<file path="src/rtl/hc595_chain_driver_pkg.sv">
// hc595_chain_driver_pkg
//   Shared definitions for the SN74HC595 chain driver:
//   - FSM state encoding (3-bit codes and the enum built from them)
//   - device width (bits per '595)
//   - helper to size a frame from a device count
package hc595_chain_driver_pkg;

  localparam int DEV_WIDTH = 8;

  localparam logic [2:0] ST_IDLE     = 3'd0;
  localparam logic [2:0] ST_SHIFT_LO = 3'd1;
  localparam logic [2:0] ST_SHIFT_HI = 3'd2;
  localparam logic [2:0] ST_LATCH_HI = 3'd3;
  localparam logic [2:0] ST_LATCH_LO = 3'd4;

  typedef enum logic [2:0] {
    IDLE     = ST_IDLE,
    SHIFT_LO = ST_SHIFT_LO,
    SHIFT_HI = ST_SHIFT_HI,
    LATCH_HI = ST_LATCH_HI,
    LATCH_LO = ST_LATCH_LO
  } state_e;

  function automatic int frame_bits(input int n_devices);
    return DEV_WIDTH * n_devices;
  endfunction

endpackage

</file>
<file path="src/rtl/hc595_chain_driver_bit_timer.sv">
// hc595_bit_timer
//   Phase divider shared by every FSM state. Counts 0..CLK_DIV-1 and
//   returns to 0 after the terminal count, so each state that waits for
//   o_tc lasts exactly CLK_DIV cycles. i_clear holds the count at 0.
// Ports:
//   clk      system clock
//   rst_n    asynchronous active-low reset
//   i_clear  force count to 0 (used while idle)
//   o_tc     terminal count: high in the last cycle of a phase
module hc595_bit_timer #(
  parameter int CLK_DIV = 6
) (
  input  logic clk,
  input  logic rst_n,
  input  logic i_clear,
  output logic o_tc
);

  localparam int CW = $clog2(CLK_DIV + 1);
  localparam logic [CW-1:0] TC_VAL = CW'(CLK_DIV - 1);

  logic [CW-1:0] count_q;
  logic [CW-1:0] count_d;

  assign o_tc = (count_q == TC_VAL);

  always_comb begin
    count_d = count_q + 1'b1;
    if (i_clear || o_tc) begin
      count_d = '0;
    end
  end

  always_ff @(posedge clk or negedge rst_n) begin
    if (!rst_n) begin
      count_q <= '0;
    end else begin
      count_q <= count_d;
    end
  end

endmodule

</file>
<file path="src/rtl/hc595_chain_driver.sv">
// hc595_chain_driver
//   Serialises an 8*N_BYTES-bit lamp word into a daisy chain of
//   SN74HC595 devices: serial data, shift clock and storage clock, each
//   phase lasting CLK_DIV system clocks.
// Ports:
//   clk                    system clock
//   rst_n                  asynchronous active-low reset (aborts a frame)
//   i_buf                  frame to display, sampled on accept
//   i_valid                frame request (accepted when o_ready is high)
//   o_ready                idle and able to accept
//   o_done                 one-cycle pulse as the frame completes
//   SN74HC595_data         DS
//   SN74HC595_data_clk     SHCP (shift on rising edge)
//   SN74HC595_refresh_clk  STCP (latch on rising edge)
//
// state    | meaning
// ---------+-----------------------------------------------------
// IDLE     | ready, all serial outputs low
// SHIFT_LO | SHCP low, DS presents the head bit
// SHIFT_HI | SHCP high, DS held; advance or finish after the phase
// LATCH_HI | STCP high, SHCP and DS low
// LATCH_LO | STCP low; return to IDLE with o_done
module hc595_chain_driver
  import hc595_chain_driver_pkg::*;
#(
  parameter int N_BYTES   = 2,
  parameter int CLK_DIV   = 6,
  parameter bit MSB_FIRST = 1'b1
) (
  input  logic                           clk,
  input  logic                           rst_n,
  input  logic [DEV_WIDTH*N_BYTES-1:0]   i_buf,
  input  logic                           i_valid,
  output logic                           o_ready,
  output logic                           o_done,
  output logic                           SN74HC595_data,
  output logic                           SN74HC595_data_clk,
  output logic                           SN74HC595_refresh_clk
);

  localparam int W    = frame_bits(N_BYTES);
  localparam int BW   = $clog2(W);
  localparam int HEAD = MSB_FIRST ? W - 1 : 0;
  localparam logic [BW-1:0] LAST_BIT = BW'(W - 1);

  state_e        state_q, state_d;
  logic [W-1:0]  sr_q, sr_d;
  logic [BW-1:0] bit_cnt_q, bit_cnt_d;
  logic          data_q, data_d;
  logic          dclk_q, dclk_d;
  logic          rclk_q, rclk_d;
  logic          ready_q, ready_d;
  logic          done_q, done_d;
  logic          phase_tc;

  hc595_bit_timer #(
    .CLK_DIV (CLK_DIV)
  ) u_bit_timer (
    .clk     (clk),
    .rst_n   (rst_n),
    .i_clear (state_q == IDLE),
    .o_tc    (phase_tc)
  );

  always_comb begin
    state_d   = state_q;
    sr_d      = sr_q;
    bit_cnt_d = bit_cnt_q;
    data_d    = data_q;
    dclk_d    = dclk_q;
    rclk_d    = rclk_q;
    ready_d   = ready_q;
    done_d    = 1'b0;

    case (state_q)
      IDLE: begin
        ready_d = 1'b1;
        data_d  = 1'b0;
        dclk_d  = 1'b0;
        rclk_d  = 1'b0;
        if (i_valid) begin
          sr_d      = i_buf;
          bit_cnt_d = LAST_BIT;
          data_d    = i_buf[HEAD];
          ready_d   = 1'b0;
          state_d   = SHIFT_LO;
        end
      end

      SHIFT_LO: begin
        if (phase_tc) begin
          dclk_d  = 1'b1;
          state_d = SHIFT_HI;
        end
      end

      SHIFT_HI: begin
        if (phase_tc) begin
          dclk_d = 1'b0;
          if (bit_cnt_q == '0) begin
            rclk_d  = 1'b1;
            data_d  = 1'b0;
            state_d = LATCH_HI;
          end else begin
            // The next head bit changes on the same edge SHCP falls, so it
            // has a full low phase of setup before the following rise.
            sr_d      = MSB_FIRST ? {sr_q[W-2:0], 1'b0} : {1'b0, sr_q[W-1:1]};
            bit_cnt_d = bit_cnt_q - 1'b1;
            data_d    = sr_d[HEAD];
            state_d   = SHIFT_LO;
          end
        end
      end

      LATCH_HI: begin
        if (phase_tc) begin
          rclk_d  = 1'b0;
          state_d = LATCH_LO;
        end
      end

      LATCH_LO: begin
        if (phase_tc) begin
          ready_d = 1'b1;
          done_d  = 1'b1;
          state_d = IDLE;
        end
      end

      default: begin
        data_d  = 1'b0;
        dclk_d  = 1'b0;
        rclk_d  = 1'b0;
        ready_d = 1'b1;
        state_d = IDLE;
      end
    endcase
  end

  always_ff @(posedge clk or negedge rst_n) begin
    if (!rst_n) begin
      state_q   <= IDLE;
      sr_q      <= '0;
      bit_cnt_q <= '0;
      data_q    <= 1'b0;
      dclk_q    <= 1'b0;
      rclk_q    <= 1'b0;
      ready_q   <= 1'b1;
      done_q    <= 1'b0;
    end else begin
      state_q   <= state_d;
      sr_q      <= sr_d;
      bit_cnt_q <= bit_cnt_d;
      data_q    <= data_d;
      dclk_q    <= dclk_d;
      rclk_q    <= rclk_d;
      ready_q   <= ready_d;
      done_q    <= done_d;
    end
  end

  assign o_ready               = ready_q;
  assign o_done                = done_q;
  assign SN74HC595_data        = data_q;
  assign SN74HC595_data_clk    = dclk_q;
  assign SN74HC595_refresh_clk = rclk_q;

endmodule

</file>
<file path="config.mk">
export PLATFORM = sky130hd
export DESIGN_NAME = hc595_chain_driver
export DESIGN_NICKNAME = d
export VERILOG_FILES = /design/src/rtl/hc595_chain_driver_pkg.sv /design/src/rtl/hc595_chain_driver_bit_timer.sv /design/src/rtl/hc595_chain_driver.sv
export SDC_FILE = /design/constraint.sdc
export NUM_CORES = 1
export LEC_CHECK = 0
export BUFFER_PORTS_ARGS = -buffer_cell sky130_fd_sc_hd__buf_4
export CAP_MARGIN = 20
export CELL_PAD_IN_SITES_DETAIL_PLACEMENT = 0
export CELL_PAD_IN_SITES_GLOBAL_PLACEMENT = 1
export CORE_ASPECT_RATIO = 1.5
export CORE_MARGIN = 3
export CORE_UTILIZATION = 39
export CTS_CLUSTER_DIAMETER = 40
export DETAILED_ROUTE_END_ITERATION = 16
export PLACE_DENSITY = 0.76
export SYNTH_ARGS = -nofsm -noshare
export SYNTH_HDL_FRONTEND = slang
export SYNTH_SLANG_ARGS = --single-unit
</file>
<file path="constraint.sdc">
create_clock -name clk -period 1.7 [get_ports clk]
set_input_delay 0.085 -clock clk [delete_from_list [all_inputs] [get_ports clk]]
set_output_delay 0.085 -clock clk [all_outputs]
set_load 0.01 [all_outputs]
</file>
==> impl.org, run 1 <==
** STA
- Tightest Pin Transition :: 0.3981 ns
- Hold is met by about 0.057 ns.
- Total count of hold-check failures in the final report :: 0
- The worst path needs 1.641 ns of the cycle, external delays included.
- Setup slack on the critical path of the routed design comes to 0.05851 ns.
- Across the routed clock network, the largest skew measured is 0.001900 ns.
- Max Fclk :: 609.2 MHz
- Final number of max-transition violations :: 0
- Fraction of the cycle the final worst path needs :: 0.9656
- The worst pin sits at a relative slew slack of 0.7336.
- Setup-violating endpoint count in the final report :: 0

** Critical path
- Cell breakdown of the critical path :: inv_1, ha_2, nor3b_2, a221oi_4, buf_6, buf_4, nor2_1, a21oi_2
- The worst setup path is captured at a flop.
- Startpoint class of the critical path :: flop
- Largest stage delay, worst path :: between 0.3 and 0.4 ns
- Critical-path top delay cell :: sky130_fd_sc_hd__dfrtp_1
- In this run the critical register-to-register path is captured at sr_q[1]$_DFFE_PN0P_.
- Setup slack on the worst reg-to-reg path comes out at roughly 0.059 ns.
- Top cell family by delay on the critical path :: buffers and inverters
- Worst r2r src :: bit_cnt_q[0]$_DFFE_PN0P_
- CP max FO :: 7
- Depth of the worst register-to-register path :: 8
- Critical path arrival :: 1.81 ns
- The worst setup path is of the reg2reg kind.
- Required time of the critical path :: 1.87 ns
- Together, buffers and inverters on the worst path number 3.

** Detailed routing
- DR pass1 iterations :: 4
- After detailed routing, the total wire length is about 3.2 mm.
- DRC marker count from the first detailed-route iteration :: 25
- DRC Markers :: 0
- Total vias in the final route :: 1198
- DR vias/cell :: 5.231
- Antenna-violating nets left :: 0
- In the final routed layout, each cell accounts on average for 14.13 um.

** GRT
- The first global-routing pass estimated 5.292 mm of wire.
- Global-route congestion overflow total :: 0
- In the global route stage, overall resource usage came out at 0.1417.
- The via count of the first global-routing pass was 1231.
- Antenna violations before repair :: 0
- Entering global routing, the biggest net connects 31 pins.

** Synthesis
- Summed over all instances, the cell type with the most area after synthesis is sky130_fd_sc_hd__dfrtp_1.
- Leading post-synthesis cells by instance count :: sky130_fd_sc_hd__dfrtp_1 (29), sky130_fd_sc_hd__nor2_1 (18), sky130_fd_sc_hd__mux2i_1 (14), sky130_fd_sc_hd__a21oi_2 (13), sky130_fd_sc_hd__a21oi_1 (8)
- Of the synthesized area, sequential elements account for 0.4843.
- The share of synthesized area in the top cell type comes to 0.4674.
- Yosys instantiated no cell more often than sky130_fd_sc_hd__dfrtp_1.
- Number of enable-type register cells in the synthesized netlist :: 0
- Counting flops with an async set or reset pin after synthesis yields a share of 1.000.
- By area the synthesized netlist is led by sky130_fd_sc_hd__dfrtp_1 (47%), sky130_fd_sc_hd__mux2i_1 (9.0%), sky130_fd_sc_hd__a21oi_2 (7.3%).
- Synthesized net count :: 169
- Dominant synthesized flop cell :: sky130_fd_sc_hd__dfrtp_1
- Yosys mapped the design onto 35 distinct sky130hd cell types.
- In this run, synthesis produced a sequential element count of 30.
- In the synthesized netlist, the number of instances is 147.
- Yosys synthesis warning count :: 0
- Mean post-synth cell area :: 10.56 um2
- The mapped netlist covers 1553 um2.

** Finish
- Final core utilization :: 0.5295
- The repair_antennas step left the layout with diodes totalling 0.
- Relative to the synthesized area, the layout overhead comes to 27.88%.
- Fraction of layout instances using a drive strength above 1 :: 0.3710
- Design area :: 1986 um2
- For this run, the post-layout net count is a little over 200.

** Floorplanning
- Top-level port count :: 24
- Core area :: 3750 um2
- Measured along the y axis, the die boundary spans 83.28 um.
- Total number of placement rows :: 27
- The floorplan step defined a die boundary enclosing 4790 um2.
- The initial utilization of the core area, before any placement, comes to 0.4141.
- The floorplan step set the die width to 57.52 um.

** Power
- Power density normalized to cell area :: 706.9 nW/um2
- The share of total power dissipated in combinational logic is 0.058.
- Part of the power in the clock network :: 0.416
- Maximum resistive drop on vdd :: 0.0004430 V
- Internal power comes to 1098 uW.
- Leak pwr :: ~0.00084 uW
- The share of total power dissipated in sequential elements is 0.526.
- Switching portion of total power :: 0.2174
- Switching pwr :: 305.1 uW
- Post-route total power :: roughly 1400 uW

** Placed design
- Count of port buffers added during placement :: 23
- The congestion estimate from routability-driven global placement came to 0.7484.
- Post-DP Area :: 1799 um2
- Prior to clock tree synthesis, the placed netlist has a worst setup slack of -0.02311 ns.
- Once detailed placement completed, the half-perimeter wirelength came to 2.276 mm.

** Worst hold path
- The path with the worst hold slack has its endpoint at sr_q[0]$_DFFE_PN0P_.
- The min-delay analysis places its worst path in the category in2reg.
- The worst hold path passes through 3 cells.
- Hold Crit Start :: i_buf[0]

** Flow run
- Number of max-cap violations :: 0

** Clock network
- H-Tree Level Count :: 2
- Clock buffer count from CTS :: 5
- The tree built by TritonCTS fans out to 30 sinks.
- TritonCTS built the clock tree.
- Clock-pin slew was measured on the worst setup and hold paths at 0.06 ns.
- No sink is reached through more buffers than the 2 on the longest clock path.
- For the worst-skew pair, the clock arrives at the later sink with an insertion delay of 0.28 ns.
- Library cell used as clock root buffer :: sky130_fd_sc_hd__clkbuf_8

** Run status
- Result of the run :: finished clean
per-layer routing:
layer,up-vias,part of all wire,GRT usage
met3,9,0.050,0.03888
met2,30,0.54,0.2603
met1,570,0.39,0.1416
met5,-,0,0
met4,0,0.024,0.06329
li1,589,-,-
flip-flops by register name, indices dropped and copies added (netlist names):
name                   count
sr_q                      15
bit_cnt_q                  4
state_q                    3
u_bit_timer.count_q        3
SN74HC595_data             1
SN74HC595_data_clk         1
SN74HC595_refresh_clk      1
o_done                     1
o_ready                    1
worst max path at each step:
stage / start / to / slack [ns] / depth (start not counted)
finish: bit_cnt_q[0]$_DFFE_PN0P_ / sr_q[1]$_DFFE_PN0P_ / 0.06 / 8
global route: bit_cnt_q[0]$_DFFE_PN0P_ / sr_q[1]$_DFFE_PN0P_ / -0.002 / 8
CTS: u_bit_timer.count_q[1]$_DFF_PN0_ / sr_q[6]$_DFFE_PN0P_ / -0.0006 / 7
detailed placement: u_bit_timer.count_q[1]$_DFF_PN0_ / sr_q[6]$_DFFE_PN0P_ / -0.02 / 7
global placement: u_bit_timer.count_q[1]$_DFF_PN0_ / sr_q[8]$_DFFE_PN0P_ / 0.04 / 7
floorplan: u_bit_timer.count_q[1]$_DFF_PN0_ / sr_q[10]$_DFFE_PN0P_ / 0.1 / 6
layout make-up:
| type | count | area, um2 |
|---|---|---|
| timing repair buffer | 38 | 315.3 |
| tap | 43 | 53.80 |
| sequential | 30 | 752.0 |
| inverter | 6 | 22.52 |
| clock buffer | 7 | 86.33 |
| fill | 342 | 1764 |
| clock inverter | 1 | 5.005 |
| multi-input combinational | 104 | 750.7 |
cell usage in the layout (no fill, tap or decap), types with 2 or more instances in the layout:
| cell | instances |
|---|---|
| sky130_fd_sc_hd__nor3_1 | 3 |
| sky130_fd_sc_hd__or2b_1 | 2 |
| sky130_fd_sc_hd__buf_6 | 4 |
| sky130_fd_sc_hd__and3_1 | 2 |
| sky130_fd_sc_hd__clkbuf_8 | 6 |
| sky130_fd_sc_hd__nand2_1 | 6 |
| sky130_fd_sc_hd__nor3b_1 | 2 |
| sky130_fd_sc_hd__dfrtp_1 | 29 |
| sky130_fd_sc_hd__nor2_1 | 18 |
| sky130_fd_sc_hd__buf_4 | 32 |
| sky130_fd_sc_hd__o21ai_0 | 7 |
| sky130_fd_sc_hd__a21oi_2 | 13 |
| sky130_fd_sc_hd__nand3_1 | 4 |
| sky130_fd_sc_hd__a31oi_1 | 3 |
| sky130_fd_sc_hd__nor2_2 | 2 |
| sky130_fd_sc_hd__inv_1 | 5 |
| sky130_fd_sc_hd__a21oi_1 | 8 |
| sky130_fd_sc_hd__nand3b_1 | 3 |
| sky130_fd_sc_hd__mux2i_1 | 14 |
| sky130_fd_sc_hd__nor3b_2 | 2 |
power groups by stage:
stage,Combinational [uW],Clock (uW),Sequential [uW]
floorplan,31.0,0,748
global placement,79.7,0,750
detailed placement,81.7,0,751
CTS,83.5,598,738
global route,90.3,632,738
finish,81.5,584,738
worst min-delay path, cell delays in order:
cell                       delay, ns
sky130_fd_sc_hd__buf_4          0.08
sky130_fd_sc_hd__nand3b_1       0.07
sky130_fd_sc_hd__o21ai_0        0.07
what timing repair did:
action                                 CTS  global route
endpoints found under the hold margin   29             0
resized for setup                        2            12
pin swaps                                0             1
hold buffers                             1             0
setup endpoints to repair               11            19
buffers inserted                         0             4
gates cloned                             0             2
per-stage QoR:
step                setup TNS [ns]  std cells
floorplan                        0        147
global placement                 0        214
detailed placement        -0.06353        214
CTS                     -0.0006006        223
global route             -0.002155        229
finish                           0        229
cell families after synthesis:
family / count (synthesis) / synth area share
flops: 30 / 0.4843
compound gates: 36 / 0.1725
buf+inv: 13 / 0.05156
fa+ha+maj: 3 / 0.02418
simple gates: 51 / 0.1773
mux: 14 / 0.09025
Power figures use the tool's default switching activity.
==> run 2, diff against run 1 <==
==> constraint.sdc (replaced) <==
create_clock -name clk -period 1.7 [get_ports clk]
set_input_delay 0 -clock clk [delete_from_list [all_inputs] [get_ports clk]]
set_output_delay 0 -clock clk [all_outputs]
set_load 0.01 [all_outputs]
==> impl.org, run 2 (synthesis results as in run 1) <==
** Critical path
- Worst r2r src :: bit_cnt_q[0]$_DFFE_PN0P_
- Startpoint class of the critical path :: flop
- The most critical setup path has its startpoint at bit_cnt_q[0]$_DFFE_PN0P_.
- In this run the critical register-to-register path is captured at sr_q[1]$_DFFE_PN0P_.
- Data on the critical path is required at its endpoint by 1.87 ns.
- Across all register-to-register paths, the minimum setup slack is approximately 0.058 ns.
- The critical path in this run is classified as reg2reg.
- Depth of the worst register-to-register path :: 8
- Critical path arrival :: 1.81 ns
- Crit. End Element :: flop
- In this run the worst setup path terminates at sr_q[1]$_DFFE_PN0P_.
- Of all nets on the critical path, the largest fanout is 7.

** Floorplanning
- Starting Density :: 0.4141
- Die ar. :: 4790 um2
- In this run the vertical extent of the chip is 83.28 um.
- After floorplanning, the core was divided into 27 placement rows.
- Top-level port count :: 24
- After floorplanning, the core was sized to cover 3750 um2.
- The die is roughly 58 um wide.

** STA
- Slew Limit Headroom :: 0.7336
- Minimum period implied by the final worst setup slack :: 1.642 ns
- Final number of max-transition violations :: 0
- For the pin with the worst max-slew slack, the measured transition is 0.3981 ns.
- Fraction of the cycle the final worst path needs :: 0.9656
- Post-route worst hold slack :: 0.01790 ns
- Clock Skews :: around 0.0018 ns
- Total count of hold-check failures in the final report :: 0
- Setup-violating endpoint count in the final report :: 0
- Max Fclk :: 609.2 MHz

** Finish
- Max reg flops :: 15
- The repair_antennas step left the layout with diodes totalling 0.
- The top cell types in the final layout, fill and taps aside, are sky130_fd_sc_hd__buf_4 (32), sky130_fd_sc_hd__dfrtp_1 (29), sky130_fd_sc_hd__nor2_1 (18), sky130_fd_sc_hd__mux2i_1 (14), sky130_fd_sc_hd__a21oi_2 (13).
- The filler cells instantiated in the layout total between 300 and 400.
- At the end of the flow, the number of nets in the layout was ~210.
- In the final layout, the multi-input gates occupy ~750 um2.
- After routing the design area is between 1500 and 2000 um2.
- Leading cell type in the layout, fill and taps excluded :: sky130_fd_sc_hd__buf_4
- Growth of design area from synthesis to finish :: 28.53%
- Of the cells placed in the final design, the portion with a size suffix greater than 1 is 0.3690.
- For this run, the share of the core covered by cells in the final layout is 0.5322.
- The largest registers in the layout are sr_q: 15 flops, bit_cnt_q: 4 flops.
- Area used by sequential logic in the layout :: 752.0 um2
- Final cell count without fillers :: 230
- Ranked by flip-flop count, first place goes to sr_q.

** Clock network
- TritonCTS built the clock tree.
- Clock insertion delay at the later pin of the skew report :: approximately 0.28 ns
- Clock buffer count from CTS :: 5
- Clock-pin slew was measured on the worst setup and hold paths at approximately 0.06 ns.
- Library cell used as clock root buffer :: sky130_fd_sc_hd__clkbuf_8
- H-Tree Level Count :: 2
- Clock buffer depth :: 2
- The clock drives 30 sinks.

** GRT
- Global-route congestion overflow total :: 0
- Antenna violations before repair :: 0
- Via count of the first global-routing pass :: about 1.2k
- Global-route wire length before repair :: 5.292 mm
- Entering global routing, the biggest net connects 31 pins.
- Across every metal layer, demand over resource in global routing totals 0.1417.

** Power
- Summed over all cells, the static leakage comes to 0.0008444 uW.
- For this design the ratio of total power to cell area is approximately 700 nW/um2.
- Maximum resistive drop on vdd :: 0.0004434 V
- Switching pwr :: 305.4 uW
- Of the total power, the clock network draws 0.416.
- Logic pwr share :: 0.059
- Switching portion of total power :: 0.2173
- Of the total power, registers draw 0.525.
- Int Power :: 1100 uW

** Placed design
- Post-DP Area :: between 1500 and 2000 um2
- Inst Count DP :: 214
- Count of port buffers added during placement :: 23
- The congestion estimate from routability-driven global placement came to 0.7484.
- The HPWL after detailed placement is approximately 2.3 mm.

** Detailed routing
- The detailed router finished its first iteration with 26 violations.
- Antenna-violating nets left :: 0
- Dividing the detail-routed wire length by the instance count gives 14.09 um.
- DR vias/cell :: 5.222
- The first TritonRoute pass finished after 4 iterations.
- DRC Markers :: 0
- Summing over every cut layer, the via total after detailed routing is 1201.
- Summed over all layers, the routed wires come to 3.241 mm.

** Run status
- The flow ran to the end, and the final reports show no timing, DRC or antenna violations.

** Flow run
- Number of max-cap violations :: 0

** Worst hold path
- Type of the worst min-delay path :: in2reg
run 2: cell count changes in the layout (fill, tap and decap cells not counted):
cell,before,now
sky130_fd_sc_hd__dlygate4sd3_1,1,2
run 2: metrics by stage:
stage	TNS [ns]	power (uW)	setup slack, ns
2_1_floorplan	0	778.9	0.09954
5_1_grt	-0.002155	1463	-0.002155
6_report	0	1405	0.05842
4_1_cts	-0.0006006	1421	-0.0006006
3_3_place_gp	0	829.6	0.03783
3_5_place_dp	-0.06353	832.7	-0.02311
run 2: critical path, stage by stage (launching register included):
cell,delay [ns]
sky130_fd_sc_hd__dfrtp_1,0.39
sky130_fd_sc_hd__inv_1,0.10
sky130_fd_sc_hd__ha_2,0.20
sky130_fd_sc_hd__nor3b_2,0.26
sky130_fd_sc_hd__a221oi_4,0.11
sky130_fd_sc_hd__buf_6,0.14
sky130_fd_sc_hd__buf_4,0.16
sky130_fd_sc_hd__nor2_1,0.13
sky130_fd_sc_hd__a21oi_2,0.04
run 2: layout make-up:
| type | count | share of cell area |
|---|---|---|
| clock buffers | 7 | 0.04326 |
| clock inverters | 1 | 0.002508 |
| inverters | 6 | 0.01129 |
| multi-input cells | 104 | 0.3762 |
| flip-flops and latches | 30 | 0.3768 |
| well taps | 43 | 0.02696 |
| repair buffers | 39 | 0.1630 |
run 2: how the worst min path moves through the flow:
stage                    from                           endpoint  slack, ns  depth (start not counted)
floorplan               rst_n         SN74HC595_data$_DFFE_PN0P_      -0.30                          0
global placement        rst_n             state_q[2]$_DFFE_PN0P_      -0.05                          1
detailed placement      rst_n  SN74HC595_refresh_clk$_DFFE_PN0P_      -0.05                          1
CTS                 i_buf[11]               sr_q[11]$_DFFE_PN0P_       0.01                          3
global route         i_buf[7]                sr_q[7]$_DFFE_PN0P_       0.01                          3
finish              i_buf[14]               sr_q[14]$_DFFE_PN0P_       0.02                          3
run 2: layer usage:
metal,track usage,part of all wire,vias to the layer above
li1,-,-,591
met1,0.1416,0.39,573
met2,0.2603,0.54,29
met3,0.03888,0.048,8
met4,0.06329,0.027,0
met5,0,0,-
run 2: power by group through the flow:
stage | registers (uW) | logic [uW] | clock network [uW]
2_1_floorplan | 748 | 31.0 | 0
3_3_place_gp | 750 | 79.7 | 0
3_5_place_dp | 751 | 81.7 | 0
4_1_cts | 738 | 85.4 | 598
5_1_grt | 738 | 92.3 | 632
6_report | 738 | 83.3 | 584
run 2: timing repair:
| action | 4_1_cts | 5_1_grt |
|---|---|---|
| setup buffers | 0 | 4 |
| gates cloned | 0 | 2 |
| pin swaps | 0 | 1 |
| endpoints found under the hold margin | 31 | 0 |
| hold buffers | 2 | 0 |
| setup endpoints to repair | 11 | 19 |
| resized for setup | 2 | 12 |
